### src/rtl/fpu_mac_dma_sequencer.sv
// Avalon-MM sequencer: streams vectors A/B from memory into the FPU MAC slave, runs it and stores the dot product.
// Optional bus-stall watchdog is compiled in with FPU_SEQ_TIMEOUT_EN.
module fpu_mac_dma_sequencer #(
    parameter int MAX_LEN = 64,
    parameter int TO_W    = 16
) (
    input  logic        clk,
    input  logic        reset,
    input  logic [2:0]  csr_address,
    input  logic        csr_write,
    input  logic [31:0] csr_writedata,
    input  logic        csr_read,
    output logic [31:0] csr_readdata,
    output logic [31:0] m_address,
    output logic        m_read,
    output logic        m_write,
    output logic [31:0] m_writedata,
    input  logic [31:0] m_readdata,
    input  logic        m_waitrequest,
    output logic        irq
);
    typedef enum logic [3:0] {
        S_IDLE, S_CHK, S_CLR, S_RDA, S_WRA, S_RDB, S_WRB, S_CNT, S_GO, S_RES, S_STR, S_FIN
    } state_t;

    localparam logic [31:0] K_B    = 32'(MAX_LEN);
    localparam logic [31:0] K_CTRL = 32'(2 * MAX_LEN);

    state_t      state_q, state_d;
    logic [31:0] src_a_q, src_a_d, src_b_q, src_b_d, dst_q, dst_d;
    logic [31:0] len_q, len_d, mac_base_q, mac_base_d;
    logic        irq_en_q, irq_en_d, done_q, done_d, err_q, err_d;
    logic [6:0]  idx_q, idx_d, idx_n;
    logic        m_read_q, m_read_d, m_write_q, m_write_d;
    logic [31:0] m_address_q, m_address_d, m_writedata_q, m_writedata_d;
`ifdef FPU_SEQ_TIMEOUT_EN
    logic [TO_W-1:0] wd_q, wd_d;
`endif

    logic        busy, xfer;
    logic [31:0] idx32, idx_n32;

    assign busy    = (state_q != S_IDLE);
    assign xfer    = (m_read_q | m_write_q) & ~m_waitrequest;
    assign idx_n   = idx_q + 7'd1;
    assign idx32   = {25'b0, idx_q};
    assign idx_n32 = {25'b0, idx_n};

    function automatic logic [31:0] word_addr(input logic [31:0] base, input logic [31:0] k);
        return base + {k[29:0], 2'b00};
    endfunction

    always_comb begin
        state_d       = state_q;
        src_a_d       = src_a_q;
        src_b_d       = src_b_q;
        dst_d         = dst_q;
        len_d         = len_q;
        mac_base_d    = mac_base_q;
        irq_en_d      = irq_en_q;
        done_d        = done_q;
        err_d         = err_q;
        idx_d         = idx_q;
        m_read_d      = m_read_q;
        m_write_d     = m_write_q;
        m_address_d   = m_address_q;
        m_writedata_d = m_writedata_q;

        if (csr_write) begin
            case (csr_address)
                3'd0: if (!busy) src_a_d = csr_writedata;
                3'd1: if (!busy) src_b_d = csr_writedata;
                3'd2: if (!busy) dst_d = csr_writedata;
                3'd3: if (!busy) len_d = csr_writedata;
                3'd4: begin
                    irq_en_d = csr_writedata[1];
                    if (csr_writedata[0] && !busy) begin
                        done_d  = 1'b0;
                        err_d   = 1'b0;
                        state_d = S_CHK;
                    end
                end
                3'd5: begin
                    if (csr_writedata[1]) done_d = 1'b0;
                    if (csr_writedata[2]) err_d = 1'b0;
                end
                3'd6: if (!busy) mac_base_d = csr_writedata;
                default: ;
            endcase
        end

        // Each state's next request is loaded on the edge its predecessor completes.
        case (state_q)
            S_IDLE: ;
            S_CHK: begin
                idx_d = '0;
                if (len_q == 32'd0 || len_q > 32'(MAX_LEN)) begin
                    err_d   = 1'b1;
                    state_d = S_IDLE;
                end else begin
                    state_d       = S_CLR;
                    m_write_d     = 1'b1;
                    m_address_d   = word_addr(mac_base_q, K_CTRL);
                    m_writedata_d = 32'd0;
                end
            end
            S_CLR: if (xfer) begin
                state_d     = S_RDA;
                m_write_d   = 1'b0;
                m_read_d    = 1'b1;
                m_address_d = word_addr(src_a_q, idx32);
            end
            S_RDA: if (xfer) begin
                state_d       = S_WRA;
                m_read_d      = 1'b0;
                m_write_d     = 1'b1;
                m_address_d   = word_addr(mac_base_q, idx32);
                m_writedata_d = m_readdata;
            end
            S_WRA: if (xfer) begin
                state_d     = S_RDB;
                m_write_d   = 1'b0;
                m_read_d    = 1'b1;
                m_address_d = word_addr(src_b_q, idx32);
            end
            S_RDB: if (xfer) begin
                state_d       = S_WRB;
                m_read_d      = 1'b0;
                m_write_d     = 1'b1;
                m_address_d   = word_addr(mac_base_q, K_B + idx32);
                m_writedata_d = m_readdata;
            end
            S_WRB: if (xfer) begin
                idx_d = idx_n;
                if (idx_n32 == len_q) begin
                    state_d       = S_CNT;
                    m_address_d   = word_addr(mac_base_q, K_CTRL + 32'd1);
                    m_writedata_d = len_q;
                end else begin
                    state_d     = S_RDA;
                    m_write_d   = 1'b0;
                    m_read_d    = 1'b1;
                    m_address_d = word_addr(src_a_q, idx_n32);
                end
            end
            S_CNT: if (xfer) begin
                state_d       = S_GO;
                m_address_d   = word_addr(mac_base_q, K_CTRL + 32'd2);
                m_writedata_d = 32'd1;
            end
            S_GO: if (xfer) begin
                state_d     = S_RES;
                m_write_d   = 1'b0;
                m_read_d    = 1'b1;
                m_address_d = mac_base_q;
            end
            S_RES: if (xfer) begin
                state_d       = S_STR;
                m_read_d      = 1'b0;
                m_write_d     = 1'b1;
                m_address_d   = dst_q;
                m_writedata_d = m_readdata;
            end
            S_STR: if (xfer) begin
                state_d   = S_FIN;
                m_write_d = 1'b0;
            end
            S_FIN: begin
                done_d  = 1'b1;
                state_d = S_IDLE;
            end
            default: state_d = S_IDLE;
        endcase

`ifdef FPU_SEQ_TIMEOUT_EN
        wd_d = '0;
        if ((m_read_q | m_write_q) && m_waitrequest) begin
            wd_d = wd_q + 1'b1;
            if (&wd_d) begin
                wd_d      = '0;
                m_read_d  = 1'b0;
                m_write_d = 1'b0;
                err_d     = 1'b1;
                state_d   = S_IDLE;
            end
        end
`endif
    end

    always_ff @(posedge clk) begin
        if (reset) begin
            state_q       <= S_IDLE;
            src_a_q       <= '0;
            src_b_q       <= '0;
            dst_q         <= '0;
            len_q         <= '0;
            mac_base_q    <= '0;
            irq_en_q      <= 1'b0;
            done_q        <= 1'b0;
            err_q         <= 1'b0;
            idx_q         <= '0;
            m_read_q      <= 1'b0;
            m_write_q     <= 1'b0;
            m_address_q   <= '0;
            m_writedata_q <= '0;
`ifdef FPU_SEQ_TIMEOUT_EN
            wd_q          <= '0;
`endif
        end else begin
            state_q       <= state_d;
            src_a_q       <= src_a_d;
            src_b_q       <= src_b_d;
            dst_q         <= dst_d;
            len_q         <= len_d;
            mac_base_q    <= mac_base_d;
            irq_en_q      <= irq_en_d;
            done_q        <= done_d;
            err_q         <= err_d;
            idx_q         <= idx_d;
            m_read_q      <= m_read_d;
            m_write_q     <= m_write_d;
            m_address_q   <= m_address_d;
            m_writedata_q <= m_writedata_d;
`ifdef FPU_SEQ_TIMEOUT_EN
            wd_q          <= wd_d;
`endif
        end
    end

    always_comb begin
        csr_readdata = 32'd0;
        if (csr_read) begin
            case (csr_address)
                3'd0: csr_readdata = src_a_q;
                3'd1: csr_readdata = src_b_q;
                3'd2: csr_readdata = dst_q;
                3'd3: csr_readdata = len_q;
                3'd4: csr_readdata = {30'b0, irq_en_q, 1'b0};
                3'd5: csr_readdata = {29'b0, err_q, done_q, busy};
                3'd6: csr_readdata = mac_base_q;
                default: csr_readdata = 32'd0;
            endcase
        end
    end

    assign m_read      = m_read_q;
    assign m_write     = m_write_q;
    assign m_address   = m_address_q;
    assign m_writedata = m_writedata_q;
    assign irq         = irq_en_q & (done_q | err_q);
endmodule

### config.mk
export PLATFORM = sky130hd
export DESIGN_NAME = fpu_mac_dma_sequencer
export DESIGN_NICKNAME = d
export VERILOG_FILES = /design/src/rtl/fpu_mac_dma_sequencer.sv
export SDC_FILE = /design/constraint.sdc
export NUM_CORES = 1
export LEC_CHECK = 0
export ABC_AREA = 1
export ABC_CLOCK_PERIOD_IN_PS = 3800
export BUFFER_PORTS_ARGS = -buffer_cell sky130_fd_sc_hd__buf_2
export CELL_PAD_IN_SITES_DETAIL_PLACEMENT = 0
export CELL_PAD_IN_SITES_GLOBAL_PLACEMENT = 1
export CORE_MARGIN = 1
export CORE_UTILIZATION = 42
export DETAILED_ROUTE_END_ITERATION = 12
export PLACE_DENSITY_LB_ADDON = 0.08
export RECOVER_POWER = 25
export SYNTH_ARGS = -nofsm -noshare
export SYNTH_HDL_FRONTEND = slang
export SYNTH_SLANG_ARGS = --single-unit
### constraint.sdc
create_clock -name clk -period 3.8 [get_ports clk]
set_input_delay 1.14 -clock clk [delete_from_list [all_inputs] [get_ports clk]]
set_output_delay 1.14 -clock clk [all_outputs]
set_load 0.02 [all_outputs]
# Word-level counts from Yosys, hierarchy flattened
# Index checks and enable logic that the tools add are counted.
dict set report classes {
  n_addsub 10
  magnitude_cmp 1
  eq_ne 34
  muxes 56
  n_bitwise 6
  n_reduce_logical 29
}
# cell n
set ops {}
lappend ops {{two-way mux 32 bit} 16}
lappend ops {{one-hot mux 32 bit (9 select lines)} 1}
lappend ops {{one-hot mux 32 bit (7 select lines)} 1}
lappend ops {{adder 32 x 9 -> 32 bit} 4}
lappend ops {{one-hot mux 32 bit (4 select lines)} 1}
lappend ops {{adder 32 x 10 -> 32 bit (second input constant)} 3}
lappend ops {{two-way mux 4 bit} 12}
lappend ops {{one-hot mux 4 bit (11 select lines)} 1}
lappend ops {{adder 32 x 10 -> 32 bit} 1}
lappend ops {{equality test 7 x 32 -> 1 bit} 1}
lappend ops {{> comparator 32 x 7 -> 1 bit (second input constant)} 1}
lappend ops {{zero test 32 bit} 1}
lappend ops {{!= test 2 bit (second input constant)} 11}
lappend ops {{equality test 4 x 3 -> 1 bit (second input constant)} 4}
lappend ops {{equality test 4 bit (second input constant)} 4}
lappend ops {{two-way mux 1 bit} 16}
lappend ops {{AND reduction 3 bit} 5}
lappend ops {{one-hot mux 7 bit (2 select lines)} 1}
lappend ops {{AND reduction 6 bit} 2}
lappend ops {{nonzero test 4 bit} 3}
lappend ops {{AND reduction 10 bit} 1}
lappend ops {{equality test 3 bit (second input constant)} 3}
lappend ops {{nonzero test 9 bit} 1}
lappend ops {{adder 7 x 7 -> 8 bit (first input constant)} 1}
lappend ops {{28 further kinds} 41}
dict set report word_totals {
  ff_bits 240
  output_inout_bits 99
}

# Logic depth before layout (Yosys ltp)
# Gate-level depths: netlist of the first run.
dict set report logic_depth {
  word_depth 8
  ltp_mapped 24
}

# Worst setup path before layout of the first run
# No wires, ideal clock.
dict set report synth_timing {
  path_kind {input to output}
  startpoint {input csr_address[1]}
  endpoint {output csr_readdata[24]}
  t_arrival_ps 2542
  required_time_ps 2660
  slack_ps 118
  stages 8
  path_cell_list {nor2_1 > inv_1 > nor2_1 > inv_1 > clkbuf_1 > o22ai_1 > a221oi_1 > a21oi_1}
}
dict set report synth_via {
  elab_chain_cells 3
}
# item line
set synth_rtl {}
lappend synth_rtl {{from (decl)} 9} ;# input logic [2:0] csr_address,
lappend synth_rtl {{equality test 3 bit, or another cell as far along} 233} ;# case (csr_address)
lappend synth_rtl {{one-hot mux 32 bit (7 select lines) (*)} 233}
lappend synth_rtl {{two-way mux 32 bit (*)} 232} ;# if (csr_read) begin
lappend synth_rtl {{to (decl)} 13} ;# output logic [31:0] csr_readdata,
# Every way passes the cells marked *; elsewhere a longest branch is shown, timed or not.

# Worst setup path after layout of the first run
dict set report layout_timing {
  startpoint {input csr_address[2]}
  endpoint {output csr_readdata[8]}
}
# The elaborated chain is that of the path after synthesis.

==> results of run 1 <==
## metrics by stage
stage	util	power, mW	TNS [ps]	area, µm²	setup WS (ps)
6_report	0.491	6.39	0	18900	48.4
3_5_place_dp	0.469	3.68	-117	18100	-70.9
3_3_place_gp	0.469	3.67	-70.9	18100	-46.3
2_1_floorplan	-	3.26	0	16400	118
5_1_grt	0.491	6.59	-3.40	18900	-2.76
4_1_cts	0.493	6.38	0	19000	45.9
## worst paths after layout
path / startpoint / end / slack (ps) / depth (start not counted)
max: csr_address[2] / csr_readdata[8] / 50 / 9
min: m_address[15] / m_address[15] / 460 / 2
max reg2reg: state_q[2] / m_address[20] / 280 / 17
min reg2reg: m_address[15] / m_address[15] / 460 / 2
## final cells by class
| type | instances | area (µm²) |
|---|---|---|
| Fill cell | 4175 | 19600 |
| Multi-Input combinational cell | 1990 | 9960 |
| Sequential cell | 240 | 4800 |
| Timing Repair Buffer | 257 | 1500 |
| Inverter | 290 | 1090 |
| Clock buffer | 39 | 811 |
| Tap cell | 518 | 648 |
| Clock inverter | 9 | 106 |
| Antenna cell | 1 | 2.50 |
## cells by family after synthesis
kind of cell	count (synthesis)	synth area share
compound gates	767	0.258
xor+xnor	56	0.0299
fa+ha+maj	33	0.0265
buf+inv	431	0.102
flops	240	0.293
simple gates	1134	0.290
## worst register-to-register path, stage by stage, from the launching register on
cell	delay, ps
dfxtp_1	460
inv_2	80
nor2_4	110
nand2_2	240
nand2_1	140
o21ai_0	130
ha_1	250
fa_1	450
nand2_1	110
nand3_1	110
nand3_1	110
nand2_1	130
nand2_1	160
nor2_1	120
o21ai_0	500
nand3_1	130
nand2_1	100
a21oi_1	60
## sequential cells by signal, indices dropped and copies added (netlist names)
signal	cells
m_writedata	32
m_address	32
len_q	32
irq_en_q	1
m_read	1
m_write	1
dst_q	32
state_q	4
src_b_q	32
done_q	1
err_q	1
src_a_q	32
mac_base_q	32
idx_q	7
## timing repair
action | in CTS | in global routing
buffers inserted | 0 | 0
pin swaps | 0 | 2
setup endpoints to repair | 2 | 5
gates resized for setup | 1 | 7
hold endpoints to repair | 0 | 0
## placed cells by master (no fill, tap or decap), types with 5 or more instances in the layout
| master | n |
|---|---|
| nand2_1 | 547 |
| nor2_1 | 296 |
| o21ai_0 | 294 |
| a21oi_1 | 293 |
| inv_1 | 278 |
| dfxtp_1 | 240 |
| nand3_1 | 188 |
| buf_2 | 103 |
| clkbuf_1 | 75 |
| buf_4 | 74 |
| o22ai_1 | 51 |
| xor2_1 | 48 |
| nand4_1 | 34 |
| a22oi_1 | 34 |
| ha_1 | 30 |
| a221oi_1 | 29 |
| clkbuf_16 | 27 |
| nor3_1 | 22 |
| o21ai_1 | 15 |
| nor2_2 | 11 |
| inv_2 | 10 |
| a31oi_1 | 10 |
| or2_2 | 9 |
| clkbuf_8 | 9 |
| xnor2_1 | 8 |
| buf_12 | 8 |
| nand3b_1 | 7 |
| o21ai_2 | 7 |
| a211oi_1 | 6 |
| o221ai_1 | 6 |
| o211ai_1 | 5 |
| o21bai_1 | 5 |
## layer usage
metal	track usage	vias up	wire length [µm]
li1	-	9222	-
met1	0.566	9020	35400
met2	0.544	1141	30700
met3	0.113	134	9810
met4	0.112	2	2290
met5	0	-	12
## power by group
part / leakage, nW / internal [mW] / switching [mW]
clock: 0.458 / 1.61 / 1.13
sequential: 1.95 / 2.62 / 0.123
combinational: 5.25 / 0.260 / 0.648
==> qor.csv, run 1 <==
stage,metric,value,unit
detailed_routing,firstDrtPassIters,8,
logic_synthesis,synth.avg_cell_area,6.17,µm²
status,violations,"capacitance limit, slew limit",
logic_synthesis,yosys.area.top_type,dfxtp_1,
floorplan,initial_core_util,0.426,
sta,tightestPinTransition,2150,ps
place,port_buffers,170,
clock_tree,clockBufferDepth,3,
place,dp.cells,3295,
setup_path,cp.required,2660,ps
logic_synthesis,synthMostInstantiatedCell,nand2_1,
logic_synthesis,synth_edf_count,0,
sta,final.setup_skew,15.6,ps
clock_tree,cts_tree,yes,
sta,fmax,0.267,GHz
place,dp_hpwl,61800,µm
pwr,vdd_drop_max,0.272,mV
sta,relSlewSlack,-0.431,
setup_path,crit_path_frequent_cell,inv_1,
global_route,antenna_found_initial,3,
layout,nNetsFinal,2911,
detailed_routing,detail_route.wl_per_cell,23.4,µm
floorplan,dieHeight,200,µm
sta,report.final.slew_viol_count,28,
sta,rsz0062_at_grt,yes,
sta,hold_slack,464,ps
clock_tree,ctsHoldBuffers,0,
clock_tree,clk_pin_slew,60,ps
setup_path,cp_slowest_cell,a21oi_1,
logic_synthesis,synth.distinct_cells,46,
setup_path,critPathMaxFanout,21,
layout,fin_cells,3344,
min_path,holdCritPathClass,register to register,
logic_synthesis,synth-seq-cells,240,
sta,finalHoldViolCount,0,
global_route,grt_pass1_vias,17574,
setup_path,worst_path_largest_cell_delay,290,ps
detailed_routing,ant_nets,0,
status,status,"finished, violations left",
clock_tree,clock_latency,570,ps
setup_path,worstPathArrival,2610,ps
logic_synthesis,syn-cell-area,16400,µm²
place,gp_congestion,1.05,
logic_synthesis,syn_inst,2661,
sta,period_share,0.987,
layout,syn_to_final_growth,15.3,%
logic_synthesis,synth_top_area_frac,0.293,
setup_path,critical_path_class,primary input to output port,
floorplan,die_area,39900,µm²
sta,timing.final.crit_period,3750,ps
detailed_routing,wl,78200,µm
layout,layout-drive-gt1-share,0.101,
detailed_routing,vias_per_cell,5.84,
logic_synthesis,synth_flop_cell,dfxtp_1,
clock_tree,cts_made_buffers,27,
logic_synthesis,synth_common_cells,"nand2_1 (546), nor2_1 (296), o21ai_0 (294), a21oi_1 (293), inv_1 (280)",
clock_tree,root_buffer,clkbuf_16,
setup_path,start_kind,primary input,
setup_path,cp-end-kind,output port,
job,cap_violations,1,
detailed_routing,vias,19519,
logic_synthesis,synth_nets,2766,
floorplan,core_area,38600,µm²
pwr,p_leak,7.65,nW
global_route,grt_pass1_wl,114000,µm
floorplan,rows,72,
clock_tree,cts.sinks,240,
pwr,powerDensity,338,nW/µm²
global_route,track_usage,0.389,
setup_path,crit_chain,"buf_2, inv_1, nor3_4, inv_1, buf_12, o22ai_1, a221oi_1, a21oi_1, buf_4",
floorplan,fp.dieW,200,µm
logic_synthesis,seq_area_frac_synth,0.293,
detailed_routing,drc,0,
global_route,overflow,0,
clock_tree,htree_num_levels,1,
setup_path,critPathBufInv,5,
floorplan,ios,171,
global_route,grt_max_degree,65,
sta,setup-violations-final,0,
logic_synthesis,yosys_warnings,0,
setup_path,crit_family,buffers and inverters,
logic_synthesis,netlist_top_cells_area,"dfxtp_1 (29%), nand2_1 (12%), o21ai_0 (9.0%)",
logic_synthesis,synth-async-reset-ratio,0,
detailed_routing,drtIter0Drc,2465,
No activity file was read; power rests on OpenSTA's default activity.
==> run 2, diff against run 1 <==
Settings changed: ABC_AREA 1 to default, ABC_CLOCK_PERIOD_IN_PS 3800 to 4650, CORE_UTILIZATION 42 to 47, SKIP_LAST_GASP from default to 1.
Clock period 3.8 ns to 4.65 ns, I/O delays scaled along.
==> qor.csv, run 2 <==
stage,metric,value,unit,change
layout,layout-drive-gt1-share,0.129,,+0.0280
detailed_routing,wl_met1,32100,µm,-9.2%
setup_path,reg2reg_to,m_address[30],,
sta,final.setup_skew,16.8,ps,+1.16 ps
detailed_routing,wl_met2,33100,µm,+7.9%
layout,final_cell_mix,"nand2_1 (474), a21oi_1 (301), dfxtp_1 (240), nor2_1 (229), buf_2 (108)",,
floorplan,rows,68,,-5.6%
floorplan,ios,171,,unchanged
logic_synthesis,synth.avg_cell_area,7.14,µm²,+16%
logic_synthesis,synth-async-reset-ratio,0,,unchanged
setup_path,reg2reg_slack,140,ps,-140 ps
layout,final_common_cell,nand2_1,,
clock_tree,htree_num_levels,1,,unchanged
pwr,clkPwrFrac,0.484,,+0.055
setup_path,r2r-start,len_q[17],,
clock_tree,ctsHoldBuffers,0,,unchanged
clock_tree,clk_pin_slew,60,ps,about the same
logic_synthesis,synth_edf_count,0,,unchanged
clock_tree,cts_tree,yes,,
place,gp_congestion,1.04,,-0.41%
logic_synthesis,synth_nets,2452,,-11%
layout,utilization,0.547,,+0.0559
global_route,overflow,0,,unchanged
detailed_routing,drc,0,,unchanged
logic_synthesis,synth_common_cells,"nand2_1 (474), a21oi_1 (302), dfxtp_1 (240), nor2_1 (230), clkbuf_1 (167)",,
logic_synthesis,synth-seq-cells,240,,unchanged
detailed_routing,ant_nets,0,,unchanged
setup_path,critPathMaxFanout,26,,+24%
logic_synthesis,synth.distinct_cells,82,,+78%
setup_path,worstSetupPathDepth,8,,-1
logic_synthesis,netlist_top_cells_area,"dfxtp_1 (29%), nand2_1 (11%), a21oi_1 (9.0%)",,
logic_synthesis,yosys_warnings,0,,unchanged
status,status,"finished, violations left",,
sta,report.final.slew_viol_count,104,,+270%
detailed_routing,top_layer,met5,,
floorplan,die_area,36400,µm²,-8.6%
pwr,p_seq_frac,0.434,,+0.005
layout,fin_area,19000,µm²,+0.53%
floorplan,dieHeight,191,µm,-4.4%
floorplan,fp.dieW,191,µm,-4.4%
global_route,grt_max_degree,104,,+60%
setup_path,reg2reg_depth,8,,-9
place,port_buffers,170,,unchanged
setup_path,worstPathArrival,4820,ps,+2210 ps
sta,tightestPinTransition,2770,ps,+626 ps
place,dp_hpwl,58800,µm,-4.8%
min_path,holdCritPathClass,register to register,,
sta,rsz0062_at_grt,no,,
setup_path,critical_path_class,register to register,,
pwr,powerDensity,262,nW/µm²,-22%
pwr,switchingPower,1.34,mW,-30%
clock_tree,root_buffer,clkbuf_16,,
pwr,power_frac_comb,0.082,,-0.060
floorplan,initial_core_util,0.482,,+0.0560
layout,nNetsFinal,2527,,-13%
clock_tree,ctsResizeCount,0,,-1
pwr,p_int,3.65,mW,-19%
setup_path,cp_slowest_cell,nor4_1,,
sta,fmax,0.222,GHz,
logic_synthesis,seq_area_frac_synth,0.287,,-0.00610
layout,diodes,0,,-1
setup_path,critical_path.endpoint,m_address[30],,
pwr,vdd_drop_max,0.314,mV,+16%
place,dp.cells,2847,,-14%
pwr,power.total,4.99,mW,-22%
detailed_routing,wl,79100,µm,+1.2%
status,violations,"capacitance limit, slew limit",,
logic_synthesis,syn_inst,2347,,-12%
global_route,antenna_found_initial,1,,-2
sta,setup-violations-final,0,,unchanged
setup_path,crit_path_frequent_cell,a21oi_1,,
setup_path,cp-end-kind,register,,
clock_tree,clock_latency,580,ps,about the same
sta,finalHoldViolCount,0,,unchanged
clock_tree,clockBufferDepth,3,,unchanged
logic_synthesis,syn-cell-area,16800,µm²,+2.1%
clock_tree,cts_made_buffers,28,,+3.7%
layout,syn_to_final_growth,13.5,%,
detailed_routing,dr_wl_met3,9920,µm,+1.2%
sta,fin_setup_tns,0,ps,unchanged
global_route,grt_pass1_vias,17129,,-2.5%
logic_synthesis,synthMostInstantiatedCell,nand2_1,,
job,cap_violations,1,,unchanged
global_route,grt_pass1_wl,115000,µm,+1.3%
setup_path,start_kind,register,,
detailed_routing,vias_per_cell,6.55,,+12%
logic_synthesis,synth_top_area_frac,0.287,,-0.00610
setup_path,crit_family,simple AND/OR/NAND/NOR gates,,
pwr,swShare,0.268,,-0.0290
layout,n_fill_cell,3418,,-18%
setup_path,cp.required,4960,ps,+2300 ps
setup_path,worst_path_largest_cell_delay,1100,ps,+810 ps
pwr,p_leak,6.91,nW,-9.8%
detailed_routing,drtIter0Drc,2478,,+0.53%
detailed_routing,vias,18977,,-2.8%
setup_path,critPathLaunch,len_q[17],,
floorplan,core_area,34800,µm²,-9.7%
setup_path,crit_chain,"nor4_1, nand4_1, nor4_4, o21ai_4, a21oi_1, o211ai_1, a21oi_1, a311oi_1",,
sta,period_share,0.971,,
clock_tree,cts_setup_buffers,0,,unchanged
sta,relSlewSlack,-0.848,,-0.417
logic_synthesis,synth_flop_cell,dfxtp_1,,
place,placedInstanceArea,18100,µm²,+0.19%
detailed_routing,firstDrtPassIters,6,,-2
sta,timing.final.crit_period,4510,ps,
layout,fin_cells,2899,,-13%
global_route,track_usage,0.426,,+0.0373
logic_synthesis,yosys.area.top_type,dfxtp_1,,
detailed_routing,detail_route.wl_per_cell,27.3,µm,+17%
clock_tree,cts.sinks,240,,unchanged
setup_path,critPathBufInv,0,,-5
run 2: worst min path at each step:
stage	startpoint	endpoint	depth (start not counted)	slack (ps)
after floorplan	dst_q[2]	dst_q[2]	2	450
after global placement	src_b_q[6]	src_b_q[6]	2	460
after detailed placement	dst_q[18]	dst_q[18]	2	470
after CTS	dst_q[18]	dst_q[18]	2	480
after global routing	dst_q[18]	dst_q[18]	2	510
final	dst_q[18]	dst_q[18]	2	480
run 2: power by group through the flow:
stage | clock network [mW] | registers (mW) | logic (mW)
2_1_floorplan | 0 | 2.16 | 0.235
3_3_place_gp | 0 | 2.21 | 0.396
3_5_place_dp | 0 | 2.20 | 0.399
4_1_cts | 2.43 | 2.16 | 0.401
5_1_grt | 2.51 | 2.16 | 0.432
6_report | 2.42 | 2.16 | 0.409
run 2: logic make-up (layout without fill, tap and decap cells):
| logic type | Yosys count | in the layout | share of synthesized area |
|---|---|---|---|
| xor gates and xnor gates | 137 | 137 | 0.0732 |
| and+or+nand+nor | 982 | 982 | 0.259 |
| buffers and inverters | 231 | 328 | 0.0561 |
| DFF | 240 | 240 | 0.287 |
| adders and majority gates | 34 | 34 | 0.0266 |
| AOI/OAI and AO/OA | 666 | 666 | 0.263 |
| muxes | 57 | 57 | 0.0351 |
run 2: stage by stage:
step	hold slack, ps	setup slack, ps
3_5_place_dp	467	204
4_1_cts	476	202
6_report	481	136
5_1_grt	512	123
2_1_floorplan	446	440
3_3_place_gp	465	214
run 2: cell type report:
cell class,count,area (µm²),area share
well taps,455,569,0.0299
clock inverters,17,230,0.0121
multi-input cells,1876,11100,0.583
repair buffers,257,1470,0.0772
clock buffers,35,787,0.0414
flip-flops and latches,240,4800,0.253
inverters,19,71.3,0.00375
run 2: layer usage:
layer  GRT usage  vias to the layer above
li1            -                     8492
met1       0.586                     9048
met2       0.623                     1237
met3       0.104                      198
met4       0.192                        2
met5           0                        -
run 2: tightest hold or removal path, delay by kind of cell, from the launching register on:
kind             cells  cell delay (ps)
AO/OA/AOI/OAI        1               50
flip-flops           1              320
AND/OR/NAND/NOR      1               60
==> run 3, diff against run 2 <==
Settings changed: PLACE_DENSITY_LB_ADDON 0.08 to 0.05.
==> qor.csv, run 3 (synthesis gave the netlist of run 2 again) <==
stage,metric,value,unit,change
floorplan,initial_core_util,0.482,,unchanged
sta,relSlewSlack,0.137,,+0.986
job,cap_violations,0,,-1
setup_path,worst_path_largest_cell_delay,400,ps,-700 ps
global_route,use_met1,0.594,,+0.00810
layout,n_fill_cell,3496,,+2.3%
sta,period_share,0.962,,-0.00901
detailed_routing,detail_route.wl_per_cell,27.8,µm,+1.9%
setup_path,cp.required,3250,ps,-1710 ps
setup_path,start_kind,primary input,,
detailed_routing,ant_nets,0,,unchanged
pwr,p_leak,6.89,nW,-0.18%
min_path,worstHoldPathCells,2,,unchanged
min_path,holdCritPathClass,register to register,,
setup_path,critPathMaxFanout,20,,-23%
pwr,vdd_drop_max,0.280,mV,-11%
sta,final.setup_skew,28.9,ps,+12.1 ps
sta,setup-violations-final,0,,unchanged
clock_tree,cts_made_buffers,27,,-3.6%
detailed_routing,drc,0,,unchanged
setup_path,critical_path_class,primary input to output port,,
global_route,grt_pass1_vias,17012,,-0.68%
place,dp_hpwl,59700,µm,+1.6%
setup_path,crit_path_frequent_cell,buf_2,,
floorplan,fp.dieW,191,µm,unchanged
sta,fmax,0.224,GHz,+0.94%
setup_path,reg2reg_depth,9,,+1
floorplan,dieHeight,191,µm,unchanged
place,dp.cells,2858,,+0.39%
detailed_routing,vias,19122,,+0.76%
floorplan,rows,68,,unchanged
clock_tree,clockBufferDepth,3,,unchanged
setup_path,worstSetupPathDepth,7,,-1
clock_tree,clock_latency,600,ps,+20 ps
sta,tightestPinTransition,1290,ps,-1480 ps
global_route,gr-usage-met2,0.621,,-0.00237
clock_tree,ctsResizeCount,0,,unchanged
layout,layout-drive-gt1-share,0.127,,-0.00170
layout,syn_to_final_growth,13.6,%,about the same
clock_tree,clk_pin_slew,70,ps,about the same
global_route,grt_max_degree,98,,-5.8%
pwr,powerDensity,259,nW/µm²,-1.3%
layout,regArea,4800,µm²,unchanged
detailed_routing,vias_per_cell,6.57,,+0.42%
layout,multi_input_area,11100,µm²,about the same
status,status,"complete, no violations",,
layout,final_common_cell,nand2_1,,
setup_path,crit_family,buffers and inverters,,
clock_tree,htree_num_levels,1,,unchanged
layout,fin_area,19000,µm²,about the same
clock_tree,ctsHoldBuffers,0,,unchanged
clock_tree,cts.sinks,240,,unchanged
floorplan,die_area,36400,µm²,unchanged
detailed_routing,wl,80900,µm,+2.2%
setup_path,cp-end-kind,output port,,
layout,nNetsFinal,2537,,+0.40%
clock_tree,cts_tree,yes,,
clock_tree,cts_setup_buffers,0,,unchanged
sta,rsz0062_at_grt,no,,
global_route,antenna_found_initial,6,,+5
global_route,track_usage,0.434,,+0.00779
floorplan,core_area,34800,µm²,unchanged
setup_path,worstPathArrival,3080,ps,-1740 ps
setup_path,critPathBufInv,3,,+3
global_route,use_met3,0.125,,+0.0208
place,port_buffers,170,,unchanged
global_route,overflow,0,,unchanged
place,gp_congestion,1.06,,+1.3%
detailed_routing,firstDrtPassIters,9,,+3
global_route,grt_pass1_wl,116000,µm,+0.92%
sta,finalHoldViolCount,0,,unchanged
sta,timing.final.crit_period,4470,ps,-41.9 ps
layout,final_cell_mix,"nand2_1 (474), a21oi_1 (301), dfxtp_1 (240), nor2_1 (229), buf_2 (101)",,
global_route,busiest_layer,met2,,
setup_path,crit_chain,"buf_2, nor2b_2, buf_4, a22o_1, a21oi_1, nor2_1, buf_2",,
layout,fin_cells,2909,,+0.34%
sta,hold_slack,485,ps,+4.08 ps
detailed_routing,drtIter0Drc,2609,,+5.3%
floorplan,ios,171,,unchanged
setup_path,cp_slowest_cell,nor2b_2,,
place,placedInstanceArea,18200,µm²,+0.34%
clock_tree,root_buffer,clkbuf_16,,
sta,report.final.slew_viol_count,0,,-100%
## run 3: worst min-delay path: stages (launching register included)
cell and delay [ps]:
dfxtp_1 330, nand2_1 60, a21oi_1 50
## run 3: cell type report
class / instances / area share
inverter: 19 / 0.00375
timing repair buffer: 268 / 0.0810
sequential: 240 / 0.252
multi-input combinational: 1876 / 0.583
antenna: 1 / 0.000131
clock buffer: 33 / 0.0377
clock inverter: 17 / 0.0126
tap: 455 / 0.0299
## run 3: per-layer routing
| layer | wire length, µm | share of wire |
|---|---|---|
| met1 | 32300 | 0.40 |
| met2 | 33200 | 0.41 |
| met3 | 10800 | 0.13 |
| met4 | 4500 | 0.056 |
| met5 | 62 | 0.00077 |
## run 3: per-stage QoR
step                power (mW)  setup slack, ps   util  setup TNS [ps]
floorplan                 2.39              440      -               0
global placement          2.60             -135  0.522            -201
detailed placement        2.60              226  0.523               0
CTS                       4.93              216  0.550               0
global route              5.05              128  0.547               0
finish                    4.93              178  0.547               0
## run 3: power by group
group          internal, mW  switching, mW
combinational         0.127          0.284
sequential             2.09         0.0778
clock                  1.38          0.968
## run 3: path summary, 6_finish.rpt
kind,slack (ps),start,to
max,180,csr_address[0],csr_readdata[21]
max reg2reg,350,len_q[17],m_address[14]
min reg2reg,480,dst_q[0],dst_q[0]
min,480,dst_q[0],dst_q[0]
